### src/rtl/imm_extend_pipe.sv
// ---------------------------------------------------------------------------
// imm_extend_pipe
//   Two-stage pipelined immediate extender. A raw immediate field of runtime
//   width (field_w) is sign- or zero-extended to OUT_W and then shifted left
//   by shamt. Valid/ready handshake on both sides, throughput 1 item/cycle.
//   An illegal field_w (0 or > IN_W) is handled as a full-width, zero-extended
//   field, and out_err is raised for that item.
//
// Optional build macro: IMM_OVF_DETECT_EN
//   Adds out_ovf, which flags that the shifted value does not fit in OUT_W.
//
// Ports:
//   clk, rst_n             clock (rising edge), async active-low reset
//   in_valid / in_ready    upstream handshake
//   in_imm [IN_W]          raw immediate, field in bits [field_w-1:0]
//   field_w [FW_W]         field width, legal range 1..IN_W
//   sign_en                1 = sign-extend, 0 = zero-extend
//   shamt [SH_W]           left shift applied after extension
//   out_valid / out_ready  downstream handshake
//   out_imm [OUT_W]        extended and shifted result
//   out_err                illegal field_w seen for this item
//   out_ovf                (IMM_OVF_DETECT_EN only) result not representable
// ---------------------------------------------------------------------------
module imm_extend_pipe #(
  parameter int unsigned IN_W  = 12,
  parameter int unsigned OUT_W = 16,
  parameter int unsigned FW_W  = $clog2(IN_W + 1),
  parameter int unsigned SH_W  = $clog2(OUT_W)
) (
  input  logic             clk,
  input  logic             rst_n,
  input  logic             in_valid,
  output logic             in_ready,
  input  logic [IN_W-1:0]  in_imm,
  input  logic [FW_W-1:0]  field_w,
  input  logic             sign_en,
  input  logic [SH_W-1:0]  shamt,
  output logic             out_valid,
  input  logic             out_ready,
  output logic [OUT_W-1:0] out_imm,
  output logic             out_err
`ifdef IMM_OVF_DETECT_EN
  ,
  output logic             out_ovf
`endif
);

  // Handshake control
  logic w_in_fire;
  logic w_s1_adv;

  // Stage 1
  logic             r_s1_valid;
  logic [IN_W-1:0]  r_s1_field;
  logic             r_s1_ext;
  logic [SH_W-1:0]  r_s1_sh;
  logic             r_s1_err;

  logic             w_legal;
  logic             w_ext;
  logic [IN_W-1:0]  w_field;

  // Stage 2
  logic             r_out_valid;
  logic [OUT_W-1:0] r_out_imm;
  logic             r_out_err;

  logic [OUT_W-1:0] w_ext_val;
  logic [OUT_W-1:0] w_shifted;

  assign w_s1_adv  = r_s1_valid & (~r_out_valid | out_ready);
  assign in_ready  = ~r_s1_valid | w_s1_adv;
  assign w_in_fire = in_valid & in_ready;

  assign out_valid = r_out_valid;
  assign out_imm   = r_out_imm;
  assign out_err   = r_out_err;

  // The bits of the IN_W field above field_w are filled with the extension
  // bit here already, so stage 2 only has to replicate r_s1_ext above IN_W.
  always_comb begin
    w_legal = (field_w != '0) && (32'(field_w) <= IN_W);
    w_ext   = 1'b0;
    w_field = in_imm;
    if (w_legal) begin
      for (int unsigned i = 0; i < IN_W; i++) begin
        if (i + 1 == 32'(field_w)) w_ext = sign_en & in_imm[i];
      end
      for (int unsigned i = 0; i < IN_W; i++) begin
        if (i >= 32'(field_w)) w_field[i] = w_ext;
      end
    end
  end

  always_ff @(posedge clk or negedge rst_n) begin
    if (!rst_n) begin
      r_s1_valid <= 1'b0;
      r_s1_field <= '0;
      r_s1_ext   <= 1'b0;
      r_s1_sh    <= '0;
      r_s1_err   <= 1'b0;
    end else begin
      if (w_in_fire) begin
        r_s1_valid <= 1'b1;
        r_s1_field <= w_field;
        r_s1_ext   <= w_ext;
        r_s1_sh    <= shamt;
        r_s1_err   <= ~w_legal;
      end else if (w_s1_adv) begin
        r_s1_valid <= 1'b0;
      end
    end
  end

  always_comb begin
    w_ext_val = OUT_W'(r_s1_field);
    for (int unsigned i = IN_W; i < OUT_W; i++) begin
      w_ext_val[i] = r_s1_ext;
    end
    w_shifted = w_ext_val << r_s1_sh;
  end

  always_ff @(posedge clk or negedge rst_n) begin
    if (!rst_n) begin
      r_out_valid <= 1'b0;
      r_out_imm   <= '0;
      r_out_err   <= 1'b0;
    end else begin
      if (w_s1_adv) begin
        r_out_valid <= 1'b1;
        r_out_imm   <= w_shifted;
        r_out_err   <= r_s1_err;
      end else if (out_ready) begin
        r_out_valid <= 1'b0;
      end
    end
  end

`ifdef IMM_OVF_DETECT_EN
  // Effective signedness: an illegal field is always zero-extended.
  logic r_s1_sgn;
  logic w_ovf;
  logic r_out_ovf;

  always_ff @(posedge clk or negedge rst_n) begin
    if (!rst_n) begin
      r_s1_sgn <= 1'b0;
    end else if (w_in_fire) begin
      r_s1_sgn <= w_legal & sign_en;
    end
  end

  // Bits at positions >= OUT_W-shamt are shifted out; each must match the
  // result sign (signed) or be zero (unsigned) for the value to fit.
  always_comb begin
    w_ovf = 1'b0;
    for (int unsigned i = 0; i < OUT_W; i++) begin
      if (i + 32'(r_s1_sh) >= OUT_W) begin
        w_ovf = w_ovf | (w_ext_val[i] ^ (r_s1_sgn & w_shifted[OUT_W-1]));
      end
    end
  end

  always_ff @(posedge clk or negedge rst_n) begin
    if (!rst_n) begin
      r_out_ovf <= 1'b0;
    end else if (w_s1_adv) begin
      r_out_ovf <= w_ovf;
    end
  end

  assign out_ovf = r_out_ovf;
`endif

endmodule

### config.mk
export PLATFORM = sky130hd
export DESIGN_NAME = imm_extend_pipe
export DESIGN_NICKNAME = d
export VERILOG_FILES = /design/src/rtl/imm_extend_pipe.sv
export SDC_FILE = /design/constraint.sdc
export NUM_CORES = 1
export LEC_CHECK = 0
export BUFFER_PORTS_ARGS = -buffer_cell sky130_fd_sc_hd__buf_4
export CORE_UTILIZATION = 60
export CTS_CLUSTER_DIAMETER = 50
export CTS_CLUSTER_SIZE = 28
export DETAILED_ROUTE_END_ITERATION = 12
export HOLD_SLACK_MARGIN = 0.06
export PLACE_DENSITY = 0.85
export SYNTH_ARGS = -nofsm -noshare
export SYNTH_HDL_FRONTEND = slang
export SYNTH_SLANG_ARGS = --single-unit
### constraint.sdc
create_clock -name clk -period 3.5 [get_ports clk]
set_input_delay 0.175 -clock clk [delete_from_list [all_inputs] [get_ports clk]]
set_output_delay 0.175 -clock clk [all_outputs]
set_load 0.01 [all_outputs]
==> reports/results.txt <==
status -> finished clean
class of the worst hold path -> in -> reg
dominant cells by area after synthesis -> dfrtp_1 38%, mux4_2 9.1%, mux2i_1 6.1%
total routed wirelength -> 5242 µm
RSZ-0062 raised after global routing -> false
PostCTS Resize Cnt -> 0
crit-path leading delay family -> multiplexers
critical path type -> reg -> reg
dpl cells -> 319
global-route wire length before repair -> 8721 µm
final hold vios -> 0
maximum clock path buffer count -> 2
Die W -> 66.11 µm
routed via count -> 2058
number of CTS-inserted buffers -> 5
slowest stage delay, CP -> 0.85 ns
IO Pins -> 44
Detailed Place HPWL -> 3736 µm
total grt overflow -> 0
Async SR Flop Fraction -> 100.0%
Port Buffers -> 43
largest area contributor in the netlist -> dfrtp_1
initial antenna violation count -> 0
diode count -> 0
row count -> 22
ANT nets after route -> 0
Worst setup EP type -> register
Yosys reg bits -> 37
DR WL/cell -> 15.98 µm
startpoint class of the critical path -> register
placed cell area -> 2689 µm²
Starting Density -> 64.92%
DR vias/cell -> 6.274
drt drc -> 0
Mean Syn Cell Area -> 9.904 µm²
Distinct cells, synth -> 52
CP required -> 3.65 ns
crit path time final -> 2.161 ns
Slew Viols, Final -> 0
clock slew at reported path FFs -> 0.08 ns
Die Height -> 66.11 µm
GRT Util Overall -> 26.50%
Mapped Area -> 2466 µm²
fin crit share -> 61.73%
DRT Pass-1 Iters -> 4
final setup vio count -> 0
area of the multi-input gates -> 1365 µm²
Synth Net Count -> 274
FILL cells -> 285
CP bufs+invs -> 0
Iteration-0 DRC Markers -> 174
post-route cell area -> 2815 µm²
max cap viols -> 0
WHS -> 0.07623 ns
prevailing post-synth register cell -> dfrtp_1
PwrDens -> 532.5 nW/µm²
Setup Buffers After CTS -> 0
Placer Congestion -> 0.9725
Worst R2R Setup Slack -> 1.34 ns
slowest stage cell, crit path -> dfrtp_1
register area share after synthesis -> 37.54%
crit path max fanout -> 17
CTS tree -> done
CTS Sinks -> 37
worst rel slew slack -> 31.48%
crit path cell chain -> mux4_2, mux2i_1, mux2_2, o21ai_0
H-tree Lvls -> 2
nets@finish -> 304
final cell count without fillers -> 328
Peak VDD IR -> 217.7 µV
arrival time at the worst endpoint -> 2.31 ns
Seq. cell area -> 925.9 µm²
Worst-Margin Slew -> 1.023 ns
Area Growth Syn to Fin -> 14.16%
vias in the first global route -> 1809
Root Buffer -> clkbuf_8
die area -> 4371 µm²
Setup TNS -> 0 ns
Mapped Cells -> 249
Core Region -> 3799 µm²
clk_skew -> 0.01014 ns
synthesis warning total -> 0
Pleak -> 1.239 nW
largest net degree at the start of global routing -> 38
maximum clock frequency -> 0.4628 GHz
Post-synth EDFFs -> 0
later-pin clock latency in the skew report -> 0.29 ns
share of cells above drive strength 1 -> 26.43%
top cell type's share of synthesized area -> 37.54%
cells in the mapped netlist, types with 3 or more instances:
library cell  instances
clkbuf_1              8
dfrtp_1              37
a22oi_1               3
nand2b_1              4
o21ai_0               8
clkbuf_8              4
a21oi_1               8
mux4_2               10
o211ai_1              5
buf_2                 3
a31oi_1              12
mux2i_1              15
nor2_1               15
nand2_1              39
a21o_1                3
o21a_1                4
nor3_1                8
and2_1                4
buf_6                 5
nand3b_1              6
o22ai_1               7
kinds of logic after synthesis:
| logic type | after synthesis | share of synthesized area [%] |
|---|---|---|
| simple gates | 93 | 19.38 |
| compound gates | 64 | 17.91 |
| flops | 37 | 37.54 |
| mux | 29 | 17.35 |
| buf+inv | 24 | 7.103 |
| xor+xnor | 2 | 0.7104 |
placed cells by master (no fill, tap or decap), drive strengths merged, types with 2 or more instances in the layout:
cell	Yosys	routed
o21ai	10	10
mux2	4	4
nor2	15	15
and2	5	5
mux4	10	10
nand4	2	2
o211ai	5	5
nor3	9	9
a21o	3	3
a311oi	2	2
dfrtp	37	37
o22ai	7	7
a31oi	12	12
o21a	4	4
clkbuf	12	7
inv	2	2
nand3b	6	6
buf	10	44
and4	2	2
nand2b	5	5
nor2b	2	2
a22o	2	2
a22oi	3	3
xnor2	2	2
mux2i	15	15
o311ai	2	2
nand2	39	39
a21oi	8	8
repair_timing:
action	in CTS	in global routing
hold buffers	1	0
endpoints found under the hold margin	37	0
setup endpoints to repair	0	0
per-layer routing:
layer,global-route usage (%),part of all wire (%),routed length (µm),vias up
met5,0,0,0,-
met4,9.309,1.1,60,0
met3,3.793,4.8,249,6
met2,44.26,49,2576,83
met1,35.06,45,2355,993
li1,-,-,-,976
per-stage QoR:
stage | util, % | total power [mW] | worst slack (ns)
after floorplan | - | 0.9451 | 1.881
after global placement | 70.78 | 1.105 | 1.447
after detailed placement | 70.78 | 1.122 | 1.325
after CTS | 74.11 | 1.497 | 1.315
after global routing | 74.11 | 1.579 | 1.231
final | 74.11 | 1.499 | 1.339
sequential cells by signal, summed over array words and instances, names as in the netlist:
name / flops
out_err: 1
out_imm: 16
out_valid: 1
r_s1_err: 1
r_s1_ext: 1
r_s1_field: 12
r_s1_sh: 4
r_s1_valid: 1
power breakdown:
part	switching (mW)	internal (mW)	leakage, nW
logic	0.232	0.268	0.733
clock network	0.148	0.232	0.0585
registers	0.102	0.518	0.447
worst reg2reg max path: cells and delay by family (launching register included):
family / cells / cell delay, ns
flip-flops: 1 / 0.85
multiplexers: 3 / 1.11
AO/OA/AOI/OAI: 1 / 0.06
cell type report:
class | instances | share of cell area [%]
inverters | 2 | 0.2667
clock buffers | 7 | 3.067
well taps | 48 | 2.133
clock inverters | 1 | 1.067
multi-input cells | 188 | 48.49
flip-flops and latches | 37 | 32.89
repair buffers | 45 | 12.09
path summary, 6_finish.rpt:
check / startpoint / to / depth (start not counted)
worst max-delay path: r_s1_sh[0] / out_imm[15] / 4
worst min-delay path: shamt[3] / r_s1_sh[3] / 3
worst max register to register: r_s1_sh[0] / out_imm[15] / 4
worst min register to register: out_imm[0] / out_imm[0] / 2
max in group asynchronous: rst_n / out_imm[1] / 2
min in group asynchronous: rst_n / out_imm[9] / 2
(Power assumes the default switching activity.)
